==> src/rtl/register_file.sv <==
// register_file: multi-port register file with hardwired zero register and write-to-read bypass
module register_file #(
  parameter int WIDTH      = 32,
  parameter int ADDR_WIDTH = 5,
  parameter bit ZERO_REG   = 1'b1,
  parameter bit BYPASS     = 1'b1
) (
  input  logic                  clock,
  input  logic                  reset,
  input  logic                  we,
  input  logic [ADDR_WIDTH-1:0] wa,
  input  logic [WIDTH-1:0]      wd,
  input  logic [ADDR_WIDTH-1:0] ra0,
  output logic [WIDTH-1:0]      rd0,
  input  logic [ADDR_WIDTH-1:0] ra1,
  output logic [WIDTH-1:0]      rd1,
  input  logic [ADDR_WIDTH-1:0] ra_dbg,
  output logic [WIDTH-1:0]      rd_dbg
);
  localparam int DEPTH = 1 << ADDR_WIDTH;
  logic [WIDTH-1:0] regs [DEPTH];
  logic wa_zero;
  logic wr_ok;
  assign wa_zero = ZERO_REG && (wa == '0);
  assign wr_ok   = we && !wa_zero;
  // reset clears every register; otherwise commit a non-suppressed write
  always_ff @(posedge clock) begin
    if (reset) begin
      for (int i = 0; i < DEPTH; i++) regs[i] <= '0;
    end else if (wr_ok) begin
      regs[wa] <= wd;
    end
  end
  // read muxes: zero register wins, then bypass (never during reset), then storage
  always_comb begin
    rd0    = (ZERO_REG && ra0 == '0) ? '0 :
             (BYPASS && wr_ok && !reset && ra0 == wa) ? wd : regs[ra0];
    rd1    = (ZERO_REG && ra1 == '0) ? '0 :
             (BYPASS && wr_ok && !reset && ra1 == wa) ? wd : regs[ra1];
    rd_dbg = (ZERO_REG && ra_dbg == '0) ? '0 : regs[ra_dbg];
  end
endmodule

==> config.mk <==
export PLATFORM = sky130hd
export DESIGN_NAME = register_file
export DESIGN_NICKNAME = d
export VERILOG_FILES = /design/src/rtl/register_file.sv
export SDC_FILE = /design/constraint.sdc
export NUM_CORES = 2
export LEC_CHECK = 0
export ABC_AREA = 0
export BUFFER_PORTS_ARGS = -buffer_cell sky130_fd_sc_hd__buf_2
export CAP_MARGIN = 5
export CORE_MARGIN = 4
export CORE_UTILIZATION = 45
export CTS_BUF_LIST = sky130_fd_sc_hd__clkbuf_2
export DETAILED_ROUTE_END_ITERATION = 7
export SETUP_SLACK_MARGIN = 0.3
export SLEW_MARGIN = 20
export SYNTH_ARGS = -nofsm -noshare
export SYNTH_HDL_FRONTEND = slang
export SYNTH_SLANG_ARGS = --single-unit
==> constraint.sdc <==
create_clock -name clock -period 2.9 [get_ports clock]
set_clock_uncertainty 0.05 [all_clocks]
set_input_delay 0.29 -clock clock [delete_from_list [all_inputs] [get_ports clock]]
set_output_delay 0.29 -clock clock [all_outputs]
set_load 0.02 [all_outputs]
==> run summary <==
- 60 — largest net degree at the start of global routing
- 47.99k — number of global-route vias before repair
- 265.9 mm — aggregate routed wire length
- 0 — number of max-slew violations in the final report
- 118.4 mm — met2 WL post-DR
- 0.5387 — fraction of the core area covered by cells at the end of the flow
- 6.805 — post-DR vias/cell
- 1.390 — Period Utilization, post-route
- sky130_fd_sc_hd__clkbuf_2 — CTS Root Buffer Type
- regs[27][21]$_SDFFCE_PN0P_ — source of the critical timing path
- 1,024 — number of flip-flops under the largest register name
- 0 — global route overflow
- 30,750 µm² — combined flip-flop and latch cell area
- flop — Critical Path Start Type
- 27.44 nW — leakage component of the power
- 0 — Hold Violations, Final
- 0.1813 — relative max-transition margin
- regs — Reg with most FFs
- 110 ps — Clock Pin Slew Worst Setup and Hold Paths
- 140,000 µm² — core outline area
- 48 — Netlist cell types
- 0.4824 — share of Yosys cell area claimed by the top area cell type
- -1132 ps — worst-case setup margin in the final layout
- sky130_fd_sc_hd__edfxtp_1 — post-synthesis cell type with the largest combined area
- 37.09 mm — met3 wirelength from detailed routing
- reg2out — category of the critical setup timing path
- -85,860 ps — final-layout setup total negative slack
- built — TritonCTS clock tree
- 18.36% — synthesis-to-layout area growth
- 11.62k — fillers
- in2reg — class of the most critical hold timing path
- 0.9246 — Final GP Congestion
- 4032 ps — time the final worst path needs with I/O delays and setup
- 151 — top-level port count
- 0 — number of violations of the max-capacitance limit
- 48.40k — total vias in the final route
- 7,500 — initial drt markers
- 164.4 mm — DP Wirelength
- primary output — nature of the critical path endpoint
- 0.4824 — sequential cell area fraction in the yosys report
- 473.8 nW/µm² — power density over the cells
- 1,024 — TritonCTS Sinks
- 0.3842 — proportion of layout cells with a drive suffix above 1
- 6 — number of optimization iterations in the first detailed-route pass
- 5,095 — Net count, final
- 29 — initial antenna violation count
- 3690 ps — arrival time worst endpoint
- 96 — final count of negative-setup-slack endpoints
- 4 — Bufs on Longest Clock Path
- 147,700 µm² — Die Footprint
- rd_dbg[21] — crit path to
- 5 — H-tree Lvls
- 137 — std cell rows
- 1228 ps — worst-margin pin slew
- met5 — DR top layer
- regs x1024 — largest registers
- 0.3579 — Overall Global Routing Usage
- 2560 ps — Worst EP required
- 32,360 µm² — area occupied by multi-input gates
- 297 — TritonCTS Buffers
- 94.13 mm — wl on met1
- 0 — share of flip-flops with an asynchronous set or reset
- 63,740 µm² — synthesized area
- 150 — count of buffers from port buffering
- 1,024 — synthesis-stage register bit count
- 4,530 — instance count of the mapped netlist
- 248.0 MHz — highest clock frequency the design can meet
- 37.38 µm — WL/cell
- 0.4551 — effective utilization at floorplan
- 1,024 — count of flip-flops with a built-in enable after synthesis
- 0 — drc violations
- sky130_fd_sc_hd__edfxtp_1 — most frequently used flop master after synthesis
- 0 — post-detailed-route count of antenna-violating nets
- 384.4 µm — Die Y-Extent
- 384.4 µm — Die X
- 14.07 µm² — syn_area_per_cell
- negative setup slack — violated checks
- 232.4 ps — Min Hold Slack
- 0 — Yosys warning total
- 366.2 mm — wire length of the first global-routing pass
- 2 — top fanout value on the critical path
- complete, but fails checks — status
- sky130_fd_sc_hd__edfxtp_1, sky130_fd_sc_hd__mux4_2, sky130_fd_sc_hd__and2_1, sky130_fd_sc_hd__mux2i_1, sky130_fd_sc_hd__a22oi_1 — top area cells in the synthesized netlist
- yes — RSZ-0062 raised after global routing
- 0.0004223 V — Max rail drop VDD
==> area by class of cell <==
type	count	area share
Sequential cell	1024	0.4076
Clock inverter	77	0.004445
Antenna cell	17	0.0005639
Multi-Input combinational cell	2977	0.4290
Timing Repair Buffer	704	0.09891
Tap cell	1876	0.03111
Inverter	36	0.001791
Clock buffer	401	0.02660
==> critical path, stage by stage (launching register included) <==
cell and delay, ps:
sky130_fd_sc_hd__edfxtp_1 430, sky130_fd_sc_hd__buf_6 140, sky130_fd_sc_hd__mux4_2 460, sky130_fd_sc_hd__mux4_2 540
sky130_fd_sc_hd__nand2_2 130, sky130_fd_sc_hd__o21ai_2 90, sky130_fd_sc_hd__buf_6 150
==> synth_stat cells, types with 30 or more instances <==
library cell	count
sky130_fd_sc_hd__o211ai_1	31
sky130_fd_sc_hd__and2_1	1025
sky130_fd_sc_hd__inv_1	36
sky130_fd_sc_hd__edfxtp_1	1024
sky130_fd_sc_hd__nor2_1	38
sky130_fd_sc_hd__and3_1	33
sky130_fd_sc_hd__clkbuf_1	359
sky130_fd_sc_hd__a211oi_1	30
sky130_fd_sc_hd__o2111ai_1	63
sky130_fd_sc_hd__buf_2	85
sky130_fd_sc_hd__a22oi_1	191
sky130_fd_sc_hd__o31ai_1	31
sky130_fd_sc_hd__nand3_1	69
sky130_fd_sc_hd__buf_4	41
sky130_fd_sc_hd__o21ai_1	33
sky130_fd_sc_hd__a21oi_1	100
sky130_fd_sc_hd__o311a_1	31
sky130_fd_sc_hd__mux4_2	637
sky130_fd_sc_hd__or2_2	33
sky130_fd_sc_hd__mux2i_1	418
sky130_fd_sc_hd__nand2_1	135
==> cell usage in the layout, fill, tap and decap left out, types with 32 or more instances in the layout <==
master and n:
sky130_fd_sc_hd__clkinv_1 56, sky130_fd_sc_hd__mux2i_1 418, sky130_fd_sc_hd__mux4_2 637, sky130_fd_sc_hd__buf_4 320, sky130_fd_sc_hd__dlygate4sd3_1 101, sky130_fd_sc_hd__buf_6 88, sky130_fd_sc_hd__edfxtp_1 1024, sky130_fd_sc_hd__or2_2 34
sky130_fd_sc_hd__o2111ai_2 41, sky130_fd_sc_hd__nor2_4 36, sky130_fd_sc_hd__conb_1 32, sky130_fd_sc_hd__and2_1 999, sky130_fd_sc_hd__a21oi_1 69, sky130_fd_sc_hd__nand3_1 69, sky130_fd_sc_hd__buf_2 54, sky130_fd_sc_hd__buf_12 134
sky130_fd_sc_hd__nand2_1 117, sky130_fd_sc_hd__a22oi_1 166, sky130_fd_sc_hd__clkbuf_2 401
==> worst min-delay path by stage <==
| stage | start | end | slack [ps] | cells after the start |
|---|---|---|---|---|
| 6_report | wa[1] | regs[8][30]$_SDFFCE_PN0P_ | 230 | 7 |
| 3_5_place_dp | wd[17] | regs[18][17]$_SDFFCE_PN0P_ | 830 | 2 |
| 2_1_floorplan | wd[31] | regs[1][31]$_SDFFCE_PN0P_ | 440 | 1 |
| 5_1_grt | wa[0] | regs[17][16]$_SDFFCE_PN0P_ | 130 | 7 |
| 3_3_place_gp | wd[17] | regs[16][17]$_SDFFCE_PN0P_ | 820 | 2 |
| 4_1_cts | wa[0] | regs[1][18]$_SDFFCE_PN0P_ | 6 | 7 |
==> repair_timing <==
| item | 4_1_cts | 5_1_grt |
|---|---|---|
| resized for setup | 435 | 56 |
| setup endpoints to repair | 96 | 326 |
| hold endpoints to repair | 2016 | 61 |
| pin swaps | 114 | 50 |
| hold buffers | 102 | 2 |
| setup buffers | 45 | 20 |
==> logic make-up (layout without fill, tap and decap cells) <==
family / Yosys count / after routing / synth area share
XOR/XNOR: 10 / 10 / 0.001374
other: 1 / 49 / 0.00005883
AO/OA/AOI/OAI: 518 / 518 / 0.05858
AND/OR/NAND/NOR: 1360 / 1360 / 0.1258
buffers and inverters: 560 / 1218 / 0.04065
multiplexers: 1057 / 1057 / 0.2911
flip-flops: 1024 / 1024 / 0.4824
==> where the power goes <==
part | switching [mW] | internal [mW] | total [mW] | leakage, nW
clock | 6.46 | 3.79 | 10.2 | 1.85
combinational | 4.26 | 3.53 | 7.79 | 15.8
sequential | 0.616 | 17.1 | 17.7 | 9.75
==> per-layer routing <==
layer	global-route usage	vias to the layer above
met3	0.1137	816
met1	0.4653	24740
met4	0.2015	6
li1	-	18860
met2	0.5325	3970
met5	0	-
==> per-stage QoR <==
step | instance area, µm² | cells | setup WS (ps) | power, mW
after floorplan | 63860 | 4561 | 505.5 | 21.87
final | 75440 | 7112 | -1132 | 35.75
after detailed placement | 69480 | 6449 | -339.4 | 24.76
after CTS | 74990 | 7074 | -1291 | 35.59
after global placement | 69480 | 6449 | -356.3 | 24.68
after global routing | 75410 | 7099 | -1296 | 37.00
Note: power is estimated with default switching activity, not from simulation.
